--- src/rtl/go_board_pkg.sv ---
// Shared board definitions: cell and response encodings plus the placer FSM state type.
package go_board_pkg;

    localparam int unsigned CELL_BITS = 2;
    localparam int unsigned RESP_BITS = 2;

    localparam logic [CELL_BITS-1:0] CELL_EMPTY = 2'd0;
    localparam logic [CELL_BITS-1:0] CELL_BLACK = 2'd1;
    localparam logic [CELL_BITS-1:0] CELL_WHITE = 2'd2;

    localparam logic [RESP_BITS-1:0] RESP_OK        = 2'd0;
    localparam logic [RESP_BITS-1:0] RESP_OCCUPIED  = 2'd1;
    localparam logic [RESP_BITS-1:0] RESP_BAD_COLOR = 2'd2;

    typedef enum logic [2:0] {
        ST_CLEAR  = 3'd0,
        ST_IDLE   = 3'd1,
        ST_CHECK  = 3'd2,
        ST_WRITE  = 3'd3,
        ST_REJECT = 3'd4
    } placer_state_e;

endpackage

--- src/rtl/stone_placer.sv ---
// Move-commit controller and sole writer of the 2-bit-per-cell board RAM.
// Optional stone counters are built when STONE_COUNT_EN is defined.
module stone_placer
    import go_board_pkg::*;
#(
    parameter int unsigned DATA_BITS      = 2,
    parameter int unsigned EDGE_ADDR_BITS = 3
) (
    input  logic                          clk,
    input  logic                          rst,
    input  logic                          clear_req,
    input  logic                          mv_valid,
    output logic                          mv_ready,
    input  logic [EDGE_ADDR_BITS-1:0]     mv_row,
    input  logic [EDGE_ADDR_BITS-1:0]     mv_col,
    input  logic [DATA_BITS-1:0]          mv_color,
    output logic                          resp_valid,
    output logic [RESP_BITS-1:0]          resp_code,
    output logic                          busy,
    output logic                          ram_wr_en,
    output logic [2*EDGE_ADDR_BITS-1:0]   ram_wr_addr,
    output logic [DATA_BITS-1:0]          ram_wr_data,
    output logic [2*EDGE_ADDR_BITS-1:0]   ram_rd_addr,
    input  logic [DATA_BITS-1:0]          ram_rd_data
`ifdef STONE_COUNT_EN
    ,
    output logic [2*EDGE_ADDR_BITS:0]     black_count,
    output logic [2*EDGE_ADDR_BITS:0]     white_count
`endif
);

    localparam int unsigned ADDR_BITS = 2 * EDGE_ADDR_BITS;
    localparam int unsigned CNT_BITS  = ADDR_BITS + 1;

    placer_state_e state_q, state_d;

    logic [ADDR_BITS-1:0] clr_cnt_q;
    logic [ADDR_BITS-1:0] mv_addr_q;
    logic [DATA_BITS-1:0] mv_color_q;
    logic [RESP_BITS-1:0] rej_code_q;

    logic color_bad;
    logic cell_occupied;
    logic clear_last;
    logic mv_accept;
    logic clear_start;

    assign color_bad     = (mv_color_q != DATA_BITS'(CELL_BLACK)) &&
                           (mv_color_q != DATA_BITS'(CELL_WHITE));
    assign cell_occupied = (ram_rd_data != DATA_BITS'(CELL_EMPTY));
    assign clear_last    = &clr_cnt_q;
    assign clear_start   = (state_q == ST_IDLE) && clear_req;
    assign mv_accept     = (state_q == ST_IDLE) && !clear_req && mv_valid;

    // State register
    always_ff @(posedge clk) begin
        if (rst) begin
            state_q <= ST_CLEAR;
        end else begin
            state_q <= state_d;
        end
    end

    // Next-state logic
    always_comb begin
        state_d = state_q;
        unique case (state_q)
            ST_CLEAR: begin
                if (clear_last) begin
                    state_d = ST_IDLE;
                end
            end
            ST_IDLE: begin
                if (clear_req) begin
                    state_d = ST_CLEAR;
                end else if (mv_valid) begin
                    state_d = ST_CHECK;
                end
            end
            ST_CHECK: begin
                if (color_bad || cell_occupied) begin
                    state_d = ST_REJECT;
                end else begin
                    state_d = ST_WRITE;
                end
            end
            ST_WRITE:  state_d = ST_IDLE;
            ST_REJECT: state_d = ST_IDLE;
            default:   state_d = ST_CLEAR;
        endcase
    end

    // Clear sweep counter, latched move and stored reject reason
    always_ff @(posedge clk) begin
        if (rst) begin
            clr_cnt_q  <= '0;
            mv_addr_q  <= '0;
            mv_color_q <= '0;
            rej_code_q <= RESP_OK;
        end else begin
            if (state_q == ST_CLEAR) begin
                clr_cnt_q <= clr_cnt_q + ADDR_BITS'(1);
            end else if (clear_start) begin
                clr_cnt_q <= '0;
            end
            if (mv_accept) begin
                mv_addr_q  <= {mv_row, mv_col};
                mv_color_q <= mv_color;
            end
            if (state_q == ST_CHECK) begin
                rej_code_q <= color_bad ? RESP_BAD_COLOR : RESP_OCCUPIED;
            end
        end
    end

`ifdef STONE_COUNT_EN
    // Stone tallies; wiped whenever a clear begins
    always_ff @(posedge clk) begin
        if (rst || clear_start) begin
            black_count <= '0;
            white_count <= '0;
        end else if (state_q == ST_WRITE) begin
            if (mv_color_q == DATA_BITS'(CELL_BLACK)) begin
                black_count <= black_count + CNT_BITS'(1);
            end else begin
                white_count <= white_count + CNT_BITS'(1);
            end
        end
    end
`endif

    assign ram_rd_addr = mv_addr_q;

    // Moore output decode; held at reset values while rst is high
    always_comb begin
        mv_ready    = 1'b0;
        busy        = 1'b1;
        resp_valid  = 1'b0;
        resp_code   = RESP_OK;
        ram_wr_en   = 1'b0;
        ram_wr_addr = mv_addr_q;
        ram_wr_data = mv_color_q;
        if (!rst) begin
            unique case (state_q)
                ST_CLEAR: begin
                    ram_wr_en   = 1'b1;
                    ram_wr_addr = clr_cnt_q;
                    ram_wr_data = DATA_BITS'(CELL_EMPTY);
                end
                ST_IDLE: begin
                    mv_ready = 1'b1;
                    busy     = 1'b0;
                end
                ST_WRITE: begin
                    ram_wr_en  = 1'b1;
                    resp_valid = 1'b1;
                    resp_code  = RESP_OK;
                end
                ST_REJECT: begin
                    resp_valid = 1'b1;
                    resp_code  = rej_code_q;
                end
                default: begin
                end
            endcase
        end
    end

endmodule

--- config.mk ---
export PLATFORM = sky130hd
export DESIGN_NAME = stone_placer
export DESIGN_NICKNAME = d
export VERILOG_FILES = /design/src/rtl/go_board_pkg.sv /design/src/rtl/stone_placer.sv
export SDC_FILE = /design/constraint.sdc
export NUM_CORES = 1
export LEC_CHECK = 0
export BUFFER_PORTS_ARGS = -buffer_cell sky130_fd_sc_hd__buf_2
export CORE_ASPECT_RATIO = 1.5
export CORE_UTILIZATION = 53
export DETAILED_ROUTE_END_ITERATION = 7
export GPL_ROUTABILITY_DRIVEN = 0
export PLACE_DENSITY = 0.87
export SLEW_MARGIN = 20
export SYNTH_ARGS = -nofsm -noshare
export SYNTH_HDL_FRONTEND = slang
export SYNTH_SLANG_ARGS = --single-unit
--- constraint.sdc ---
create_clock -name clk -period 4.37 [get_ports clk]
set_input_delay 0.437 -clock clk [delete_from_list [all_inputs] [get_ports clk]]
set_output_delay 0.437 -clock clk [all_outputs]
set_load 0.05 [all_outputs]
==> results.toml, run 1 <==
[outcome]
status = "complete, no violations"

[yosys]
synth.avg_cell_area_um2 = 8.57
netlist_area_mm2 = 0.00104
synth_warnings = 0
synthCells = 121
synth_top_area_cell = "dfxtp_1"
synth.distinct_cells = 38
synth_seq_cells = 19
ys_seq_area_share_pct = 36.7
synth_common_cells = "dfxtp_1 (19), a21oi_1 (15), nand3_1 (11)"
async_reset_ff_share_pct = 0
synthFlopType = "dfxtp_1"
synth_top_area_share_pct = 36.7
yosysMostFrequentCell = "dfxtp_1"
synth.area.top_cells = "dfxtp_1 (37%), a21oi_1 (7.2%), mux2_2 (6.5%), nand3_1 (5.3%), o21ai_0 (4.3%)"
synthesis.nets = 136
synth_edf_count = 0

[floorplanning]
rows = 19
fp.coreArea_mm2 = 0.00183
ios = 34
die-area_mm2 = 0.00214
die_y_um = 56.2
die_w_um = 38.1
start_util_pct = 56.7

[global_routing]
grt_usage_pct = 24.4
grt_pass1_vias = 916
grt_max_degree = 25
grt_pass1_wl_um = 3850
antenna_found_initial = 0
grt_overflow = 0

[layout]
area_delta_synth_final_pct = 17.5
fin_util_pct = 66.6
drive_gt1_share_pct = 34.0
n_antenna_cell = 0
fin_cells = 171
nets = 166

[clock_tree]
cts.clk_slew.worst_paths_ns = 0.11
numCtsBuffers = 3
cts.htree.levels = 1
clock_sinks = 19
root_buffer = "clkbuf_4"
cts.path.max_buffers = 2
cts_resized = 0
hold_buffers = 0
cts_tree = "done"
cts_setup_buffers = 0
insertion_delay_ns = 0.30

[sta]
finalCritPeriodShare_pct = 60.9
finalHoldViolations = 0
clock_skew_ns = 0.00315
fmax_ghz = 0.376
setup_viol = 0
drv_slew = 0
tightestPinTransition_ns = 0.858
grt_setup_unrepaired = "no"
maxSlewHeadroom_pct = 42.3
fin_tns_setup_ns = 0
period_needed_ns = 2.66

[routing]
vias = 995
routed_wl_um = 2400
wl_per_cell_um = 14.0
final_antenna_net_count = 0
drt_iter0_markers = 22
first_pass_iters = 4
drc = 0
vias_per_cell = 5.82

[place]
io_buffers = 33
dp.cells = 167
dp_hpwl_um = 1760

[setup_path]
worstRegToRegCells = 3
rr_startpoint = "state_q[0]"
crit_type = "reg -> out"
r2r_setup_slack_ns = 2.60
cp.arrival_ns = 2.22
endpoint_kind = "primary output"
start_kind = "flip-flop"
cp_max_fo = 16
cp.required_ns = 3.93
r2r-end = "clr_cnt_q[5]"

[min_path]
min_path_cells = 3
hold_path_class = "in -> reg"
hold_end = "mv_color_q[1]"
hold_start = "mv_color[1]"

[power_and_ir_drop]
ir_drop_mv = 0.181
totalPowerFinal_uw = 299
p_per_area_mw_per_mm2 = 246
p_leak_uw = 0.000507

[job]
drv_cap = 0
cells in the final DEF (no fill, tap or decap), types with 2 or more instances in the layout:
master    count
a311oi_1      2
dfxtp_1      19
clkbuf_4      3
a21oi_1      15
nor3b_1       2
buf_2        33
nand2_1       8
nor3_1        4
o21ai_0       9
nor2_1        2
or3_1         2
nor2b_1       3
or3b_2        3
nand3b_1      2
nand2b_1      4
mux2_2        6
and2_1        2
nand3_1      11
sequential cells by signal, summed over array words and instances (netlist names):
| name | count |
|---|---|
| clr_cnt_q | 6 |
| ram_rd_addr | 6 |
| state_q | 3 |
| mv_color_q | 2 |
| rej_code_q | 2 |
through the flow:
stage                     worst slack, ns  instance area, um^2  hold slack [ns]
after floorplan                      2.03                 1040            0.432
after global placement               2.01                 1190            0.449
after detailed placement             1.93                 1190            0.478
after CTS                            1.70                 1220            0.371
after global routing                 1.59                 1220            0.387
final                                1.71                 1220            0.375
critical path, cell delays in order, from the launching register on:
cell	delay (ns)
dfxtp_1	0.47
nor4_2	0.83
mux2_2	0.41
buf_2	0.21
report_power, final:
part	internal (uW)	switching [uW]	total, uW
Sequential	176	2.89	178
Combinational	12.3	20.4	32.7
Clock	34.1	54.2	88.3
Total	222	77.5	299
routing by layer:
metal / vias to the layer above / global-route usage [%] / wire (um)
met1: 452 / 28.9 / 1050
met3: 4 / 4.40 / 77
li1: 508 / - / -
met2: 31 / 41.9 / 1240
met4: 0 / 7.65 / 31
met5: - / 0 / 0
cells by family after synthesis:
logic type	synth area share, %
simple gates	30.9
compound gates	19.1
flops	36.7
buf+inv	3.98
mux	6.51
xor+xnor	1.69
fa+ha+maj	1.21
worst max-delay path by stage:
stage / start / end / slack [ns] / cells after the start
after global placement: rst / ram_wr_addr[2] / 2.01 / 4
after CTS: state_q[1] / ram_wr_addr[1] / 1.70 / 3
after global routing: state_q[1] / ram_wr_addr[1] / 1.59 / 3
final: state_q[0] / ram_wr_addr[3] / 1.71 / 3
after floorplan: state_q[2] / resp_valid / 2.03 / 3
after detailed placement: rst / ram_wr_addr[1] / 1.93 / 4
area by class of cell:
cell class	count	area, um^2
inverters	1	3.75
well taps	21	26.3
multi-input cells	93	616
clock buffers	3	22.5
flip-flops and latches	19	380
repair buffers	33	165
fillers	157	612
clock inverters	1	5.00
(Power assumes the default switching activity.)
==> inputs of run 2 (changes only) <==
Settings changed: CORE_UTILIZATION 53 to 44, PLACE_DENSITY 0.87 to 0.78.
Clock period 4.37 ns to 2.22 ns, I/O delays scaled along.
==> results.toml, run 2 (same netlist as run 1, synthesis figures left out) <==
[outcome]
status = "complete, no violations"

[sta]
drv_slew = 0
clock_skew_ns = 0.00655
maxSlewHeadroom_pct = 63.3
setup_viol = 0
tightestPinTransition_ns = 0.549
fin_tns_setup_ns = 0
finalHoldViolations = 0
grt_setup_unrepaired = "no"
period_needed_ns = 2.13
fmax_ghz = 0.470
final.setup.worst_slack_ns = 0.0905
finalCritPeriodShare_pct = 95.9

[layout]
drive_gt1_share_pct = 34.9
multiInputGateArea_um2 = 616
area_delta_synth_final_pct = 19.2
layout_commonest_cell = "buf_2"
n_antenna_cell = 0
fin_util_pct = 55.4
final_area_mm2 = 0.00124
fillCellCount = 212
seqCellArea_um2 = 380
layout_common_cells = "buf_2 (33), dfxtp_1 (19), a21oi_1 (15)"
nets = 168

[clock_tree]
clock_sinks = 19
root_buffer = "clkbuf_4"
cts_resized = 0
cts.path.max_buffers = 2
cts.clk_slew.worst_paths_ns = 0.11
insertion_delay_ns = 0.30
cts_tree = "done"
hold_buffers = 0
cts_setup_buffers = 0
numCtsBuffers = 3
cts.htree.levels = 1

[global_routing]
grt_pass1_vias = 919
grt_max_degree = 25
grt_pass1_wl_um = 4060
grt_usage_pct = 20.7
antenna_found_initial = 0
grt_overflow = 0

[routing]
routed_wl_um = 2480
m1WireLength_um = 1070
drc = 0
wl_met3_um = 77
final_antenna_net_count = 0
first_pass_iters = 4
vias_per_cell = 5.86
highest_layer = "met4"
routed-wl-met2_um = 1290
vias = 1025
wl_per_cell_um = 14.2
drt_iter0_markers = 24

[setup_path]
rr_startpoint = "state_q[0]"
cp.arrival_ns = 1.91
start_kind = "flip-flop"
cp.required_ns = 2.00
setup.worst_path.start = "state_q[0]"
endpoint_kind = "primary output"
cp_max_fo = 16
crit_type = "reg -> out"

[floorplanning]
die_y_um = 61.5
ios = 34
die_w_um = 41.6
die-area_mm2 = 0.00256
start_util_pct = 46.4
fp.coreArea_mm2 = 0.00223
rows = 21

[job]
drv_cap = 0

[power_and_ir_drop]
internal-power_uw = 438
p_leak_uw = 0.000516
switchingPower_uw = 157
pwr-share-clk_pct = 29.8
comb_power_share_pct = 11.2
swShare_pct = 26.4
ir_drop_mv = 0.321
seqPwrFrac_pct = 59.0
p_per_area_mw_per_mm2 = 482

[place]
io_buffers = 33
dp_hpwl_um = 1850
post-place-ws_ns = 0.442
placed_area_mm2 = 0.00121

[min_path]
hold_path_class = "in -> reg"
hold_start = "mv_row[1]"
## run 2: path summary, 6_finish.rpt
kind	endpoint	slack, ns	depth (start not counted)
min reg2reg	rej_code_q[1]	0.48	2
min	ram_rd_addr[4]	0.15	3
max	mv_ready	0.09	3
max reg2reg	clr_cnt_q[5]	0.43	3
## run 2: through the flow
stage / hold slack [ns] / total power [uW] / instances
finish: 0.155 / 595 / 175
global route: 0.146 / 625 / 175
CTS: 0.154 / 604 / 175
detailed placement: 0.464 / 426 / 171
global placement: 0.445 / 423 / 171
floorplan: 0.370 / 400 / 121
## run 2: final cells by class
class	count	share of cell area, %
Clock buffer	3	1.82
Clock inverter	1	0.405
Inverter	1	0.304
Multi-Input combinational cell	93	49.8
Sequential cell	19	30.8
Tap cell	23	2.33
Timing Repair Buffer	35	14.6
## run 2: critical path, cell delays in order (launching register included)
cell and delay, ns:
dfxtp_1 0.65, or4b_2 0.64, inv_1 0.07, buf_2 0.25
## run 2: routing by layer
layer / vias up / GRT usage [%]
met5: - / 0
met3: 4 / 2.93
met2: 26 / 34.8
li1: 509 / -
met1: 486 / 25.5
met4: 0 / 11.5
## run 2: power groups by stage
stage / Clock [uW] / Combinational [uW] / Sequential [uW]
global route: 200 / 72.1 / 353
detailed placement: 0 / 66.6 / 359
global placement: 0 / 64.5 / 359
CTS: 186 / 66.7 / 351
finish: 177 / 66.4 / 351
floorplan: 0 / 42.5 / 357
